**src/rtl/vga_pkg.sv**
```systemverilog
// Shared constants and FSM encoding for the 1-bpp VGA frame-buffer writer.
// The optional frame clear is built only when VGA_FB_CLEAR_EN is defined.
package vga_pkg;

    localparam int H_PIXELS   = 800;
    localparam int V_PIXELS   = 480;
    localparam int WORD_BITS  = 16;
    localparam int FB_WORDS   = H_PIXELS * V_PIXELS / WORD_BITS;
    localparam int ADDR_BITS  = 16;
    localparam int COORD_BITS = 11;

    // IDLE is encoded as zero so a debug probe reads 0 whenever the block is idle.
    typedef enum logic [2:0] {
        ST_IDLE   = 3'd0,
        ST_READ   = 3'd1,
        ST_MODIFY = 3'd2,
        ST_WRITE  = 3'd3
`ifdef VGA_FB_CLEAR_EN
        ,
        ST_CLEAR  = 3'd4
`endif
    } fb_state_t;

    function automatic int bit_index_width(input int word_bits);
        return (word_bits > 1) ? $clog2(word_bits) : 1;
    endfunction

endpackage

```
**src/rtl/vga_pixel_addr.sv**
```systemverilog
// Combinational pixel-to-RAM mapping: (x, y) -> word address, bit index, in-range flag.
// Shared by the write path and the display read path.
module vga_pixel_addr
    import vga_pkg::*;
#(
    parameter int H_PIXELS  = vga_pkg::H_PIXELS,
    parameter int V_PIXELS  = vga_pkg::V_PIXELS,
    parameter int WORD_BITS = vga_pkg::WORD_BITS,
    parameter int BIT_W     = vga_pkg::bit_index_width(vga_pkg::WORD_BITS)
) (
    input  logic [COORD_BITS-1:0] x_i,
    input  logic [COORD_BITS-1:0] y_i,
    output logic [ADDR_BITS-1:0]  word_addr_o,
    output logic [BIT_W-1:0]      bit_idx_o,
    output logic                  in_range_o
);

    logic [31:0] pix_num;

    // Linear pixel number is formed at 32 bits so off-screen coordinates cannot wrap.
    assign pix_num     = 32'(y_i) * 32'(H_PIXELS) + 32'(x_i);
    assign word_addr_o = ADDR_BITS'(pix_num >> BIT_W);
    assign bit_idx_o   = pix_num[BIT_W-1:0];
    assign in_range_o  = (32'(x_i) < 32'(H_PIXELS)) && (32'(y_i) < 32'(V_PIXELS));

endmodule

```
**src/rtl/vga_fb_writer.sv**
```systemverilog
// Read-modify-write pixel plotter for a 1-bpp frame buffer in registered RAM.
// Define VGA_FB_CLEAR_EN to build the whole-frame clear engine.
module vga_fb_writer
#(
    parameter int H_PIXELS  = vga_pkg::H_PIXELS,
    parameter int V_PIXELS  = vga_pkg::V_PIXELS,
    parameter int WORD_BITS = vga_pkg::WORD_BITS
) (
    input  logic                 clk,
    input  logic                 reset_n,
    input  logic                 px_valid,
    output logic                 px_ready,
    input  logic [10:0]          px_x,
    input  logic [10:0]          px_y,
    input  logic                 px_colour,
    input  logic                 clear_req,
    input  logic                 clear_colour,
    output logic                 busy,
    output logic                 clear_done,
    output logic                 px_err,
    output logic [15:0]          ram_rd_address,
    input  logic [WORD_BITS-1:0] ram_rd_data,
    output logic [15:0]          ram_wr_address,
    output logic [WORD_BITS-1:0] ram_wr_data,
    output logic                 ram_we,
    output logic [2:0]           dbg_state
);

    import vga_pkg::*;

    localparam int BIT_W = bit_index_width(WORD_BITS);

    // Handshake: a pixel transfers on any rising edge where px_valid && px_ready;
    // px_ready is a pure function of state and clear_req, never of px_valid.

    fb_state_t              state_q, state_d;
    logic [15:0]            rd_addr_q, rd_addr_d;
    logic [BIT_W-1:0]       bit_q, bit_d;
    logic                   colour_q, colour_d;
    logic [15:0]            wr_addr_q, wr_addr_d;
    logic [WORD_BITS-1:0]   wr_data_q, wr_data_d;
    logic                   err_q, err_d;
    logic                   done_q, done_d;

    logic [ADDR_BITS-1:0]   map_word;
    logic [BIT_W-1:0]       map_bit;
    logic                   map_in_range;
    logic                   clear_start;
    logic                   we_c;
    logic                   ready_c;
    logic [WORD_BITS-1:0]   mod_word;

    vga_pixel_addr #(
        .H_PIXELS  (H_PIXELS),
        .V_PIXELS  (V_PIXELS),
        .WORD_BITS (WORD_BITS),
        .BIT_W     (BIT_W)
    ) u_pixel_addr (
        .x_i         (px_x),
        .y_i         (px_y),
        .word_addr_o (map_word),
        .bit_idx_o   (map_bit),
        .in_range_o  (map_in_range)
    );

`ifdef VGA_FB_CLEAR_EN
    localparam int          N_WORDS   = H_PIXELS * V_PIXELS / WORD_BITS;
    localparam logic [15:0] LAST_ADDR = 16'(N_WORDS - 1);

    assign clear_start = clear_req;
`else
    logic unused_clear;

    assign clear_start  = 1'b0;
    assign unused_clear = ^{clear_req, clear_colour};
`endif

    always_comb begin
        state_d   = state_q;
        rd_addr_d = rd_addr_q;
        bit_d     = bit_q;
        colour_d  = colour_q;
        wr_addr_d = wr_addr_q;
        wr_data_d = wr_data_q;
        err_d     = 1'b0;
        done_d    = 1'b0;
        we_c      = 1'b0;
        ready_c   = 1'b0;

        mod_word          = ram_rd_data;
        mod_word[bit_q]   = colour_q;

        case (state_q)
            ST_IDLE: begin
                ready_c = !clear_start;
                if (clear_start) begin
`ifdef VGA_FB_CLEAR_EN
                    // The clear walks the write address register itself as its counter.
                    state_d   = ST_CLEAR;
                    wr_addr_d = '0;
                    wr_data_d = {WORD_BITS{clear_colour}};
`endif
                end else if (px_valid) begin
                    if (map_in_range) begin
                        state_d   = ST_READ;
                        rd_addr_d = map_word;
                        bit_d     = map_bit;
                        colour_d  = px_colour;
                    end else begin
                        err_d = 1'b1;
                    end
                end
            end
            ST_READ: begin
                state_d = ST_MODIFY;
            end
            ST_MODIFY: begin
                wr_addr_d = rd_addr_q;
                wr_data_d = mod_word;
                state_d   = ST_WRITE;
            end
            ST_WRITE: begin
                we_c    = 1'b1;
                state_d = ST_IDLE;
            end
`ifdef VGA_FB_CLEAR_EN
            ST_CLEAR: begin
                we_c = 1'b1;
                if (wr_addr_q == LAST_ADDR) begin
                    done_d  = 1'b1;
                    state_d = ST_IDLE;
                end else begin
                    wr_addr_d = wr_addr_q + 16'd1;
                end
            end
`endif
            default: begin
                state_d = ST_IDLE;
            end
        endcase
    end

    always_ff @(posedge clk or negedge reset_n) begin
        if (!reset_n) begin
            state_q   <= ST_IDLE;
            rd_addr_q <= '0;
            bit_q     <= '0;
            colour_q  <= 1'b0;
            wr_addr_q <= '0;
            wr_data_q <= '0;
            err_q     <= 1'b0;
            done_q    <= 1'b0;
        end else begin
            state_q   <= state_d;
            rd_addr_q <= rd_addr_d;
            bit_q     <= bit_d;
            colour_q  <= colour_d;
            wr_addr_q <= wr_addr_d;
            wr_data_q <= wr_data_d;
            err_q     <= err_d;
            done_q    <= done_d;
        end
    end

    assign px_ready       = ready_c;
    assign busy           = (state_q != ST_IDLE);
    assign ram_we         = we_c;
    assign ram_rd_address = rd_addr_q;
    assign ram_wr_address = wr_addr_q;
    assign ram_wr_data    = wr_data_q;
    assign px_err         = err_q;
    assign clear_done     = done_q;
    assign dbg_state      = state_q;

endmodule

```
**config.mk**
```make
export PLATFORM = sky130hd
export DESIGN_NAME = vga_fb_writer
export DESIGN_NICKNAME = d
export VERILOG_FILES = /design/src/rtl/vga_pkg.sv /design/src/rtl/vga_pixel_addr.sv /design/src/rtl/vga_fb_writer.sv
export SDC_FILE = /design/constraint.sdc
export NUM_CORES = 1
export LEC_CHECK = 0
export CAP_MARGIN = 20
export CORE_MARGIN = 4
export CORE_UTILIZATION = 49
export CTS_BUF_LIST = sky130_fd_sc_hd__clkbuf_8 sky130_fd_sc_hd__clkbuf_16
export DETAILED_ROUTE_END_ITERATION = 6
export PLACE_DENSITY = 0.81
export SLEW_MARGIN = 40
export SYNTH_ARGS = -nofsm -noshare
export SYNTH_HDL_FRONTEND = slang
export SYNTH_SLANG_ARGS = --single-unit
```
**constraint.sdc**
```tcl
create_clock -name clk -period 2.12 [get_ports clk]
set_input_delay 0.53 -clock clk [delete_from_list [all_inputs] [get_ports clk]]
set_output_delay 0.53 -clock clk [all_outputs]
set_load 0.05 [all_outputs]
```
==> flow_metrics.env <==
export IMPL_synthCells=375
export IMPL_globalplace_congestion=0.840
export IMPL_synth_top_area_share_pct=37.1
export IMPL_rsz0062_at_grt="yes"
export IMPL_yosysTopAreaCell="dfrtp_1"
export IMPL_cp_start_kind="primary input"
export IMPL_cts_sinks=56
export IMPL_fin_ws_ns=-1.22
export IMPL_numCtsBuffers=5
export IMPL_clock_path_buffers=2
export IMPL_ys_warnings_count=0
export IMPL_die_h_um=95.8
export IMPL_grt_max_degree=29
export IMPL_cp_max_fo=5
export IMPL_yosys_cell_types_count=46
export IMPL_required_ns=2.36
export IMPL_avgSynthCellArea_um2=10.1
export IMPL_period_needed_ns=3.34
export IMPL_gr_usage_met1_pct=30.3
export IMPL_grt_overflow_total=0
export IMPL_relSlewSlack_pct=63.3
export IMPL_nets=623
export IMPL_worstSetupPathType="in -> reg"
export IMPL_failed_checks="negative setup slack"
export IMPL_synth_area_um2=3780
export IMPL_ys_ff_latch=56
export IMPL_critical_path_endpoint_type="flip-flop"
export IMPL_cts_tree="yes"
export IMPL_fin_util_pct=83.0
export IMPL_seq_area_frac_synth_pct=37.1
export IMPL_maxCapViolCount=0
export IMPL_worst_slew_pin_slew_ns=0.549
export IMPL_io_pins=100
export IMPL_first_iter_violations=134
export IMPL_busiest_layer="met2"
export IMPL_vias=3410
export IMPL_root_buffer="clkbuf_8"
export IMPL_grt_usage_pct=23.1
export IMPL_max_freq_mhz=299
export IMPL_wl_um=11800
export IMPL_antenna_found_initial=0
export IMPL_use_met2_pct=39.8
export IMPL_die_w_um=95.8
export IMPL_setup_viol=10
export IMPL_ant_nets=0
export IMPL_crit_arrival_ns=3.58
export IMPL_start_util_pct=51.3
export IMPL_core_um2=7370
export IMPL_syn2layout_area_growth_pct=61.9
export IMPL_r2r_cells=5
export IMPL_portBuffers=95
export IMPL_synthArstFlopShare_pct=100
export IMPL_hpwl_um=7790
export IMPL_diodes=0
export IMPL_powerDensity_nw_per_um2=1420
export IMPL_hold_violations=0
export IMPL_pre_cts_ws_ns=-1.93
export IMPL_ys_top_cells_by_area="dfrtp_1 37%, ha_1 15%, mux2_2 6.9%"
export IMPL_min_path_type="in -> async"
export IMPL_htreeDepth=2
export IMPL_clock_latency_ns=0.33
export IMPL_num_rows=31
export IMPL_synth_edf_count=0
export IMPL_stdcell_area_um2=6120
export IMPL_drcViolationCount=0
export IMPL_first_global_vias=3371
export IMPL_dpl_cell_area_um2=5470
export IMPL_wl_per_cell_um=18.8
export IMPL_die_area_um2=9180
export IMPL_slew_viol_final=0
export IMPL_drtPass1Iterations=4
export IMPL_vdd_drop_max_v=0.000836
export IMPL_status="complete, but fails checks"
export IMPL_synthFlopType="dfrtp_1"
export IMPL_grt_pass1_wl_um=16500
export IMPL_use_met3_pct=3.44
export IMPL_totalNegativeSetupSlack_ns=-7.88
export IMPL_leakagePower_uw=0.00276
export IMPL_vias_per_cell=5.45
export IMPL_finClkSkew_ns=0.0172
export IMPL_drive_above_1_share_pct=36.2
export IMPL_fin_crit_sh_pct=158
export IMPL_hold_buffers=0
export IMPL_clk_pin_slew_ns=0.11
==> registers in the layout (all words and copies together), names as in the netlist <==
signal and flops:
bit_q 4, colour_q 1, dbg_state 2, px_err 1, ram_rd_address 16, ram_wr_address 16, ram_wr_data 16
==> what timing repair did <==
action                                  CTS  global route
endpoints found under the setup margin   18            28
buffers inserted                          3            14
pin swaps                                32            48
cloned                                    0             1
gates resized for setup                  85            51
==> logic make-up (layout without fill, tap and decap cells) <==
family / count (synthesis) / in the layout / share of synthesized area, %
multiplexers: 38 / 38 / 10.8
buffers and inverters: 39 / 190 / 4.07
AO/OA/AOI/OAI: 69 / 69 / 11.8
adder cells (fa/ha/maj): 53 / 53 / 18.9
other: 1 / 2 / 0.0992
flip-flops: 56 / 56 / 37.1
AND/OR/NAND/NOR: 102 / 102 / 13.2
XOR/XNOR: 17 / 17 / 3.94
==> synth_stat cells (5+ instances only) <==
cell type  count
nor2b_1        5
clkbuf_1       8
nand2_1       26
nand2b_1       5
fa_1           7
xor2_1         9
a21o_1         6
mux2_2        23
inv_1         27
ha_1          46
o21ai_0       17
mux2i_1       15
a21oi_1       24
xnor2_1        8
dfrtp_1       56
nand3_1        7
nor2_1        36
a31oi_1        5
nor3_1        10
==> layer usage <==
metal,routed length [um],part of all wire (%)
met1,4670,40
met2,6080,52
met3,636,5.4
met4,397,3.4
met5,0,0
==> placed cells by master (no fill, tap or decap), types with 18 or more instances in the layout <==
master	instances
buf_4	53
ha_1	18
dfrtp_1	55
clkdlybuf4s50_1	70
inv_1	19
nor2_1	31
a21oi_1	19
nand2_1	26
mux2_2	23
ha_4	26
==> stage by stage <==
stage	total power, uW	cells	hold slack (ns)
finish	8690	626	0.144
global route	9150	626	0.180
CTS	8250	615	0.161
detailed placement	7370	604	0.499
global placement	7210	604	0.490
floorplan	5490	376	0.234
==> where the power goes <==
part / internal (uW) / switching, uW / total, uW
clock: 268 / 372 / 640
combinational: 2490 / 3560 / 6050
sequential: 1570 / 429 / 2000
==> critical path, cell delays in order <==
cell and delay (ns):
buf_8 0.11, ha_4 0.23, ha_4 0.26, inv_2 0.03, fa_1 0.48, inv_2 0.04
ha_4 0.23, a21o_1 0.21, a221oi_4 0.39, o21ai_2 0.14, xor2_1 0.33, buf_4 0.17
nand4_1 0.12, xor2_1 0.18, o21ai_1 0.12
==> worst paths after layout <==
path | startpoint | end | slack (ns)
min in group clk | ram_wr_address[12]$_DFFE_PN0P_ | ram_wr_address[12]$_DFFE_PN0P_ | 0.52
setup reg to reg | dbg_state[0]$_DFFE_PN0P_ | ram_wr_data[14]$_DFFE_PN0P_ | 0.46
hold / removal | reset_n | ram_wr_data[7]$_DFFE_PN0P_ | 0.14
setup / recovery | px_y[4] | ram_rd_address[14]$_DFFE_PN0P_ | -1.22
max in group asynchronous | reset_n | ram_rd_address[1]$_DFFE_PN0P_ | 1.31
hold reg to reg | ram_wr_address[12]$_DFFE_PN0P_ | ram_wr_address[12]$_DFFE_PN0P_ | 0.52
==> layout make-up <==
| class | instances | area (um2) |
|---|---|---|
| inverters | 27 | 101 |
| flip-flops and latches | 56 | 1400 |
| repair buffers | 155 | 1510 |
| multi-input cells | 281 | 2890 |
| fillers | 408 | 1250 |
| clock inverters | 2 | 13.8 |
| well taps | 99 | 124 |
| clock buffers | 6 | 82.6 |
Note: power is estimated with default switching activity, not from simulation.
